`config.mk`:
```
export PLATFORM = sky130hd
export DESIGN_NAME = md_unit_flat
export DESIGN_NICKNAME = d
export VERILOG_FILES = /design/src/rtl/md_unit_if.sv /design/src/rtl/md_unit.sv /design/src/flat_wrapper.sv
export SDC_FILE = /design/constraint.sdc
export NUM_CORES = 2
export LEC_CHECK = 0
export ABC_AREA = 1
export BUFFER_PORTS_ARGS = -buffer_cell sky130_fd_sc_hd__buf_2
export CELL_PAD_IN_SITES_DETAIL_PLACEMENT = 1
export CELL_PAD_IN_SITES_GLOBAL_PLACEMENT = 1
export CORE_MARGIN = 4
export CORE_UTILIZATION = 45
export CTS_BUF_LIST = sky130_fd_sc_hd__clkbuf_2
export CTS_CLUSTER_DIAMETER = 100
export DETAILED_ROUTE_END_ITERATION = 10
export PLACE_DENSITY_LB_ADDON = 0.1
export RECOVER_POWER = 100
export SLEW_MARGIN = 20
export SYNTH_ARGS = -nofsm -noshare
export SYNTH_HDL_FRONTEND = slang
export SYNTH_SLANG_ARGS = --single-unit
```
`constraint.sdc`:
```
create_clock -name clk -period 8.7 [get_ports clk]
set_clock_uncertainty 0.15 [all_clocks]
set_input_delay 0.87 -clock clk [delete_from_list [all_inputs] [get_ports clk]]
set_output_delay 0.87 -clock clk [all_outputs]
set_load 0.02 [all_outputs]
```
`src/rtl/md_unit_if.sv`:
```
// Request/MTHI-MTLO/result bundle between the execute stage and md_unit.
// The master drives requests and register writes; the slave returns status and HI/LO.
interface md_unit_if #(
    parameter int unsigned XLEN = 32
) ();
    logic            req_valid;
    logic            req_ready;
    logic [2:0]      req_op;
    logic [XLEN-1:0] req_src1;
    logic [XLEN-1:0] req_src2;
    logic            mthi_we;
    logic            mtlo_we;
    logic [XLEN-1:0] mt_wdata;
    logic            flush;
    logic            busy;
    logic            done;
    logic [XLEN-1:0] hi;
    logic [XLEN-1:0] lo;

    modport master (
        output req_valid, req_op, req_src1, req_src2, mthi_we, mtlo_we, mt_wdata, flush,
        input  req_ready, busy, done, hi, lo
    );

    modport slave (
        input  req_valid, req_op, req_src1, req_src2, mthi_we, mtlo_we, mt_wdata, flush,
        output req_ready, busy, done, hi, lo
    );
endinterface

```
`src/rtl/md_unit.sv`:
```
// Multiply/divide unit with architectural HI/LO: multi-cycle multiply with accumulate,
// restoring radix-2 divider with a final sign-fixup cycle, and flush abort.
module md_unit #(
    parameter int unsigned XLEN    = 32,
    parameter int unsigned MUL_LAT = 2
) (
    input logic       clk,
    input logic       resetn,
    md_unit_if.slave  bus
);
    localparam int unsigned CntMax = (XLEN > MUL_LAT) ? XLEN : MUL_LAT;
    localparam int unsigned CntW   = $clog2(CntMax + 1);
    localparam int unsigned W2     = 2 * XLEN;

    typedef enum logic [1:0] {StIdle, StMul, StDiv, StDfix} state_e;

    state_e          state_q, state_d;
    logic [CntW-1:0] cnt_q, cnt_d;
    logic [2:0]      op_q, op_d;
    logic [XLEN-1:0] a_q, a_d;   // multiplicand, or dividend magnitude shifting into quotient
    logic [XLEN-1:0] b_q, b_d;   // multiplier, or divisor magnitude
    logic [XLEN-1:0] r_q, r_d;
    logic [XLEN-1:0] dvd_q, dvd_d;
    logic            qneg_q, qneg_d;
    logic            rneg_q, rneg_d;
    logic [XLEN-1:0] hi_q, hi_d;
    logic [XLEN-1:0] lo_q, lo_d;
    logic            done_q, done_d;

    function automatic logic [W2-1:0] mul_acc(input logic [2:0] op, input logic [XLEN-1:0] a,
                                              input logic [XLEN-1:0] b, input logic [W2-1:0] acc);
        logic          sgn;
        logic [W2-1:0] ea, eb, prod;
        sgn  = ~op[0];
        ea   = {{XLEN{sgn & a[XLEN-1]}}, a};
        eb   = {{XLEN{sgn & b[XLEN-1]}}, b};
        prod = ea * eb;
        if (!op[2]) begin
            mul_acc = prod;
        end else if (op[1]) begin
            mul_acc = acc - prod;
        end else begin
            mul_acc = acc + prod;
        end
    endfunction

    function automatic logic [XLEN-1:0] mag(input logic sgn, input logic [XLEN-1:0] x);
        mag = (sgn & x[XLEN-1]) ? -x : x;
    endfunction

    logic            idle, accept, req_div, req_sgn;
    logic [XLEN:0]   rem_sh;
    logic            rem_ge;
    logic [XLEN-1:0] rem_sub;
    logic [XLEN-1:0] div_lo, div_hi;

    assign idle    = (state_q == StIdle);
    assign bus.req_ready = resetn & idle & ~bus.flush & ~bus.mthi_we & ~bus.mtlo_we;
    assign accept  = bus.req_valid & bus.req_ready;
    assign req_div = (bus.req_op[2:1] == 2'b01);
    assign req_sgn = ~bus.req_op[0];

    // Remainder stays below the divisor, so only the low XLEN bits of the subtraction matter.
    assign rem_sh  = {r_q, a_q[XLEN-1]};
    assign rem_ge  = (rem_sh >= {1'b0, b_q});
    assign rem_sub = rem_sh[XLEN-1:0] - b_q;

    always_comb begin
        div_lo = qneg_q ? -a_q : a_q;
        div_hi = rneg_q ? -r_q : r_q;
        if (b_q == '0) begin
            div_lo = '1;
            div_hi = dvd_q;
        end
    end

    always_comb begin
        state_d = state_q;
        cnt_d   = cnt_q;
        op_d    = op_q;
        a_d     = a_q;
        b_d     = b_q;
        r_d     = r_q;
        dvd_d   = dvd_q;
        qneg_d  = qneg_q;
        rneg_d  = rneg_q;
        hi_d    = hi_q;
        lo_d    = lo_q;
        done_d  = 1'b0;

        unique case (state_q)
            StIdle: begin
                if (!bus.flush) begin
                    if (bus.mthi_we) hi_d = bus.mt_wdata;
                    if (bus.mtlo_we) lo_d = bus.mt_wdata;
                end
                if (accept) begin
                    op_d = bus.req_op;
                    if (req_div) begin
                        state_d = StDiv;
                        cnt_d   = CntW'(XLEN - 1);
                        a_d     = mag(req_sgn, bus.req_src1);
                        b_d     = mag(req_sgn, bus.req_src2);
                        r_d     = '0;
                        dvd_d   = bus.req_src1;
                        qneg_d  = req_sgn & (bus.req_src1[XLEN-1] ^ bus.req_src2[XLEN-1]);
                        rneg_d  = req_sgn & bus.req_src1[XLEN-1];
                    end else if (MUL_LAT == 1) begin
                        {hi_d, lo_d} = mul_acc(bus.req_op, bus.req_src1, bus.req_src2,
                                               {hi_q, lo_q});
                        done_d       = 1'b1;
                    end else begin
                        state_d = StMul;
                        cnt_d   = CntW'(MUL_LAT - 2);
                        a_d     = bus.req_src1;
                        b_d     = bus.req_src2;
                    end
                end
            end
            StMul: begin
                if (bus.flush) begin
                    state_d = StIdle;
                end else if (cnt_q == '0) begin
                    {hi_d, lo_d} = mul_acc(op_q, a_q, b_q, {hi_q, lo_q});
                    done_d       = 1'b1;
                    state_d      = StIdle;
                end else begin
                    cnt_d = cnt_q - 1'b1;
                end
            end
            StDiv: begin
                if (bus.flush) begin
                    state_d = StIdle;
                end else begin
                    r_d = rem_ge ? rem_sub : rem_sh[XLEN-1:0];
                    a_d = {a_q[XLEN-2:0], rem_ge};
                    if (cnt_q == '0) begin
                        state_d = StDfix;
                    end else begin
                        cnt_d = cnt_q - 1'b1;
                    end
                end
            end
            StDfix: begin
                state_d = StIdle;
                if (!bus.flush) begin
                    hi_d   = div_hi;
                    lo_d   = div_lo;
                    done_d = 1'b1;
                end
            end
            default: state_d = StIdle;
        endcase
    end

    always_ff @(posedge clk or negedge resetn) begin
        if (!resetn) begin
            state_q <= StIdle;
            cnt_q   <= '0;
            op_q    <= '0;
            a_q     <= '0;
            b_q     <= '0;
            r_q     <= '0;
            dvd_q   <= '0;
            qneg_q  <= 1'b0;
            rneg_q  <= 1'b0;
            hi_q    <= '0;
            lo_q    <= '0;
            done_q  <= 1'b0;
        end else begin
            state_q <= state_d;
            cnt_q   <= cnt_d;
            op_q    <= op_d;
            a_q     <= a_d;
            b_q     <= b_d;
            r_q     <= r_d;
            dvd_q   <= dvd_d;
            qneg_q  <= qneg_d;
            rneg_q  <= rneg_d;
            hi_q    <= hi_d;
            lo_q    <= lo_d;
            done_q  <= done_d;
        end
    end

    assign bus.busy = ~idle;
    assign bus.done = done_q;
    assign bus.hi   = hi_q;
    assign bus.lo   = lo_q;
endmodule

```
`src/flat_wrapper.sv`:
```
// flat-port wrapper written by rule: the top's interface ports become plain ports
module md_unit_flat 
#(
    parameter int unsigned XLEN    = 32,
    parameter int unsigned MUL_LAT = 2
)
  (clk, resetn, bus_req_valid, bus_req_op, bus_req_src1, bus_req_src2, bus_mthi_we, bus_mtlo_we, bus_mt_wdata, bus_flush, bus_req_ready, bus_busy, bus_done, bus_hi, bus_lo);
  md_unit_if #(.XLEN(XLEN)) bus_i ();
  input logic clk;
  input logic resetn;
  input wire logic [$bits(bus_i.req_valid)-1:0] bus_req_valid;
  input wire logic [$bits(bus_i.req_op)-1:0] bus_req_op;
  input wire logic [$bits(bus_i.req_src1)-1:0] bus_req_src1;
  input wire logic [$bits(bus_i.req_src2)-1:0] bus_req_src2;
  input wire logic [$bits(bus_i.mthi_we)-1:0] bus_mthi_we;
  input wire logic [$bits(bus_i.mtlo_we)-1:0] bus_mtlo_we;
  input wire logic [$bits(bus_i.mt_wdata)-1:0] bus_mt_wdata;
  input wire logic [$bits(bus_i.flush)-1:0] bus_flush;
  output wire logic [$bits(bus_i.req_ready)-1:0] bus_req_ready;
  output wire logic [$bits(bus_i.busy)-1:0] bus_busy;
  output wire logic [$bits(bus_i.done)-1:0] bus_done;
  output wire logic [$bits(bus_i.hi)-1:0] bus_hi;
  output wire logic [$bits(bus_i.lo)-1:0] bus_lo;
  assign bus_i.req_valid = bus_req_valid;
  assign bus_i.req_op = bus_req_op;
  assign bus_i.req_src1 = bus_req_src1;
  assign bus_i.req_src2 = bus_req_src2;
  assign bus_i.mthi_we = bus_mthi_we;
  assign bus_i.mtlo_we = bus_mtlo_we;
  assign bus_i.mt_wdata = bus_mt_wdata;
  assign bus_i.flush = bus_flush;
  assign bus_req_ready = bus_i.req_ready;
  assign bus_busy = bus_i.busy;
  assign bus_done = bus_i.done;
  assign bus_hi = bus_i.hi;
  assign bus_lo = bus_i.lo;
  md_unit #(.XLEN(XLEN), .MUL_LAT(MUL_LAT)) u_core (.clk(clk), .resetn(resetn), .bus(bus_i));
endmodule
```
==> key figures <==
Clock network
  • Maximum level of the CTS H-tree: 3
  • Cell chosen for the clock root: sky130_fd_sc_hd__clkbuf_2
  • TritonCTS clock tree: yes
  • Worst-Skew Late Latency: about 1.4 ns
  • Clock transition at path regs: between 0.1 and 0.15 ns
  • Clock Sink Count: between 200 and 250
  • Number of buffers on the longest clock path: 3
  • Num CTS Buffers: 73

Setup path
  • Capturing element type of the critical path: flop
  • Maximum fanout count along the critical path: 5
  • Cell at the slowest stage of the critical path: sky130_fd_sc_hd__fa_2
  • Critical Path Max Stage Delay: between 0.7 and 0.8 ns
  • Worst EP required: 9.51 ns
  • R2r setup slk: -1.96 ns
  • Nature of the critical path startpoint: flop
  • Most common cell on crit path: sky130_fd_sc_hd__inv_2
  • Arrival time of the worst setup path: 11.47 ns
  • Kind of critical path: reg2reg

Floorplanning
  • Starting Density: a little under half
  • Die Ht: about 380 µm
  • Die area: about 140000 µm²
  • Number of top-level pins: ~170
  • Area of the core: about 140000 µm²
  • Row Count: 135
  • Width of the die: about 380 µm

Synthesis
  • Post-synthesis cell type count: 63
  • Post-synth ARST share: 100%
  • Most common flop cell mapped by yosys: sky130_fd_sc_hd__dfrtp_1
  • Number of enable flip-flop cells after synthesis: 0
  • Share of the yosys chip area belonging to registers: 8.40%
  • Number of synthesized register bits: around 210
  • Cell taking the most area after synthesis: sky130_fd_sc_hd__fa_1
  • Synth Cell Area: 61400 µm²
  • Cell types with the largest area share after synthesis: sky130_fd_sc_hd__fa_1, sky130_fd_sc_hd__nand2_1, sky130_fd_sc_hd__inv_1, sky130_fd_sc_hd__dfrtp_1, sky130_fd_sc_hd__ha_1
  • Post-Synthesis Net Count: between 10000 and 15000
  • Mapped Avg Cell Area: 7.22 µm²
  • Total of warnings raised by yosys: 0
  • Post-Syn Instances: ~8500
  • Proportion of netlist area held by the largest area contributor: around 37%

Timing
  • Worst-Margin Slew: 3.83 ns
  • Final Hold Violating Endpoints: 0
  • Worst max-slew margin expressed relative to the limit: -155%
  • Share of the cycle needed by the critical path after routing: 123%
  • Final count of negative-setup-slack endpoints: a little over 80
  • Final setup margin: -1.96 ns
  • Max frequency: between 90 and 100 MHz
  • Fin. max-slew vios: between 400 and 500
  • Shortest period the worst path allows: 10.66 ns
  • RSZ-0062 raised after global routing: yes

Worst hold path
  • Min-delay worst type: in2reg

Final layout
  • Final core occ: around three fifths
  • Post-layout nets: approximately 11000
  • Fill cell count: roughly 17000
  • Fraction of final layout cells with drive strength greater than 1: around a quarter
  • Area growth, synth to finish: 29.2%

Detailed routing
  • Iteration-0 DRC count of the detailed router: 4611
  • Post-detailed-route wirelength per cell: 24.5 µm
  • Residual DRC: 0
  • Total number of vias: 63300
  • Via-to-Cell Ratio: ~5.5
  • Post-detailed-route count of antenna-violating nets: 0
  • Detailed Route WL: between 200 and 300 mm
  • TritonRoute pass-1 iters: 5

Place
  • HPWL after DPL: between 200 and 250 mm
  • Final weighted congestion in routability-driven placement: just over 1
  • Input/output buffers: 171

Global route
  • Initial antenna violation count: 13
  • Wire length of the first global-routing pass: ~420 mm
  • Remaining global-route overflow: 0
  • GR Util All Layers: 39.5%
  • Maximum number of pins on one net before global-route repair: ~130
  • Number of global-route vias before repair: ~70000

Run status
  • Status: finished with violations
  • Failing checks: max-capacitance violations, max-slew violations, negative setup slack

Run
  • Max-cap violations: 7
==> area by class of cell <==
type	instances	area, µm²	share of cell area [%]
Clock buffer	95	475	0.600
Multi-Input combinational cell	5729	50200	63.3
Timing Repair inverter	1	6.26	0.00789
Sequential cell	206	5180	6.53
Inverter	2191	8250	10.4
Timing Repair Buffer	1569	12800	16.2
Tap cell	1781	2230	2.81
Clock inverter	25	118	0.148
Antenna cell	12	30.0	0.0379
==> final timing paths <==
| path | endpoint | from | cells past startpoint |
|---|---|---|---|
| worst max-delay path | u_core.bus.hi[21]$_DFFE_PN0P_ | u_core.a_q[31]$_DFFE_PN0P_ | 51 |
| worst max register to register | u_core.bus.hi[21]$_DFFE_PN0P_ | u_core.a_q[31]$_DFFE_PN0P_ | 51 |
| worst min-delay path | u_core.b_q[7]$_DFFE_PN0P_ | bus_req_src2[7] | 3 |
| min in group asynchronous | u_core.bus.hi[10]$_DFFE_PN0P_ | resetn | 3 |
| worst min register to register | u_core.dvd_q[15]$_DFFE_PN0P_ | u_core.dvd_q[15]$_DFFE_PN0P_ | 2 |
| max in group asynchronous | u_core.b_q[6]$_DFFE_PN0P_ | resetn | 4 |
==> critical path: cells and delay by family (launching register included) <==
family	cells	cell delay, ns
AO/OA/AOI/OAI	10	1.35
XOR/XNOR	1	0.22
adder cells (fa/ha/maj)	10	5.05
buffers and inverters	16	1.40
flip-flops	1	0.47
AND/OR/NAND/NOR	14	1.59
==> metrics by stage <==
step	cell area [µm²]	worst slack, ns	hold WS (ns)	std cells	TNS (ns)
after global placement	73300	-2.00	0.299	11200	-63.83
final	79300	-1.96	0.246	11600	-76.77
after floorplan	62500	-0.311	0.287	8495	-3.33
after global routing	79300	-2.30	0.100	11600	-101.37
after CTS	77700	-1.66	0.00187	11500	-54.00
after detailed placement	73300	-2.16	0.304	11200	-73.45
==> per-layer routing <==
layer	up-vias	global-route usage, %	share of wire (%)
li1	27700	-	-
met1	32300	48.6	39
met2	2437	66.4	47
met3	845	5.89	6.4
met4	4	22.3	7.4
met5	-	0	0.0081
==> cell usage in the layout (no fill, tap or decap), types with 52 or more instances in the layout <==
cell / netlist / final
sky130_fd_sc_hd__o211ai_1: 74 / 74
sky130_fd_sc_hd__nand3_1: 165 / 141
sky130_fd_sc_hd__o21ai_1: 31 / 52
sky130_fd_sc_hd__dfrtp_1: 206 / 192
sky130_fd_sc_hd__clkbuf_1: 310 / 76
sky130_fd_sc_hd__dlygate4sd3_1: 0 / 123
sky130_fd_sc_hd__buf_2: 7 / 104
sky130_fd_sc_hd__xor2_1: 130 / 113
sky130_fd_sc_hd__nor2_4: 0 / 78
sky130_fd_sc_hd__inv_1: 2165 / 2067
sky130_fd_sc_hd__nor2_2: 31 / 76
sky130_fd_sc_hd__ha_1: 320 / 243
sky130_fd_sc_hd__nor2_1: 510 / 387
sky130_fd_sc_hd__buf_4: 0 / 1144
sky130_fd_sc_hd__a21oi_1: 291 / 237
sky130_fd_sc_hd__nand2_1: 2199 / 2028
sky130_fd_sc_hd__buf_12: 0 / 88
sky130_fd_sc_hd__ha_4: 0 / 72
sky130_fd_sc_hd__clkbuf_2: 0 / 97
sky130_fd_sc_hd__fa_1: 1127 / 1085
sky130_fd_sc_hd__nor3_1: 81 / 74
sky130_fd_sc_hd__nand2_2: 19 / 149
sky130_fd_sc_hd__o21ai_0: 330 / 292
sky130_fd_sc_hd__xnor2_1: 66 / 62
sky130_fd_sc_hd__inv_2: 17 / 110
==> timing repair <==
action,in CTS,in global routing
hold buffers,124,0
gates resized for setup,446,353
setup buffers,88,62
endpoints found under the setup margin,50,51
gates cloned,3,1
hold endpoints to repair,348,0
pin swaps,127,193
==> cells by family (layout without fill, tap and decap cells) <==
kind of cell | after synthesis | after routing | synth area share (%)
AND/OR/NAND/NOR | 3169 | 3169 | 21.1
buffers and inverters | 2560 | 3881 | 15.7
adder cells (fa/ha/maj) | 1447 | 1447 | 43.3
AO/OA/AOI/OAI | 907 | 907 | 8.51
XOR/XNOR | 206 | 206 | 3.06
flip-flops | 206 | 206 | 8.40
other | 0 | 12 | 0
==> state kept, by name, indices dropped and copies added (netlist names) <==
| register | count |
|---|---|
| u_core.bus.done | 1 |
| u_core.cnt_q | 6 |
| u_core.rneg_q | 1 |
| u_core.a_q | 32 |
| u_core.op_q | 3 |
| u_core.dvd_q | 32 |
| u_core.bus.lo | 32 |
| u_core.state_q | 2 |
| u_core.b_q | 32 |
| u_core.bus.hi | 32 |
| u_core.qneg_q | 1 |
| u_core.r_q | 32 |
==> cells in the mapped netlist, types with 27 or more instances <==
library cell and number:
sky130_fd_sc_hd__o221ai_1 28, sky130_fd_sc_hd__inv_1 2165, sky130_fd_sc_hd__nand3_1 165, sky130_fd_sc_hd__a31oi_1 49
sky130_fd_sc_hd__a41oi_1 27, sky130_fd_sc_hd__ha_1 320, sky130_fd_sc_hd__nand2_1 2199, sky130_fd_sc_hd__buf_1 50
sky130_fd_sc_hd__nor4_1 37, sky130_fd_sc_hd__xor2_1 130, sky130_fd_sc_hd__nand4_1 44, sky130_fd_sc_hd__a21oi_1 291
sky130_fd_sc_hd__o211ai_1 74, sky130_fd_sc_hd__xnor2_1 66, sky130_fd_sc_hd__nor3_1 81, sky130_fd_sc_hd__fa_1 1127
sky130_fd_sc_hd__o21ai_0 330, sky130_fd_sc_hd__nor2_2 31, sky130_fd_sc_hd__clkbuf_1 310, sky130_fd_sc_hd__o21ai_1 31
sky130_fd_sc_hd__dfrtp_1 206, sky130_fd_sc_hd__nor2_1 510
Power is left out: the tool's default activity adds up to more than one toggle a clock period on the data nets, which glitch-free logic cannot reach.
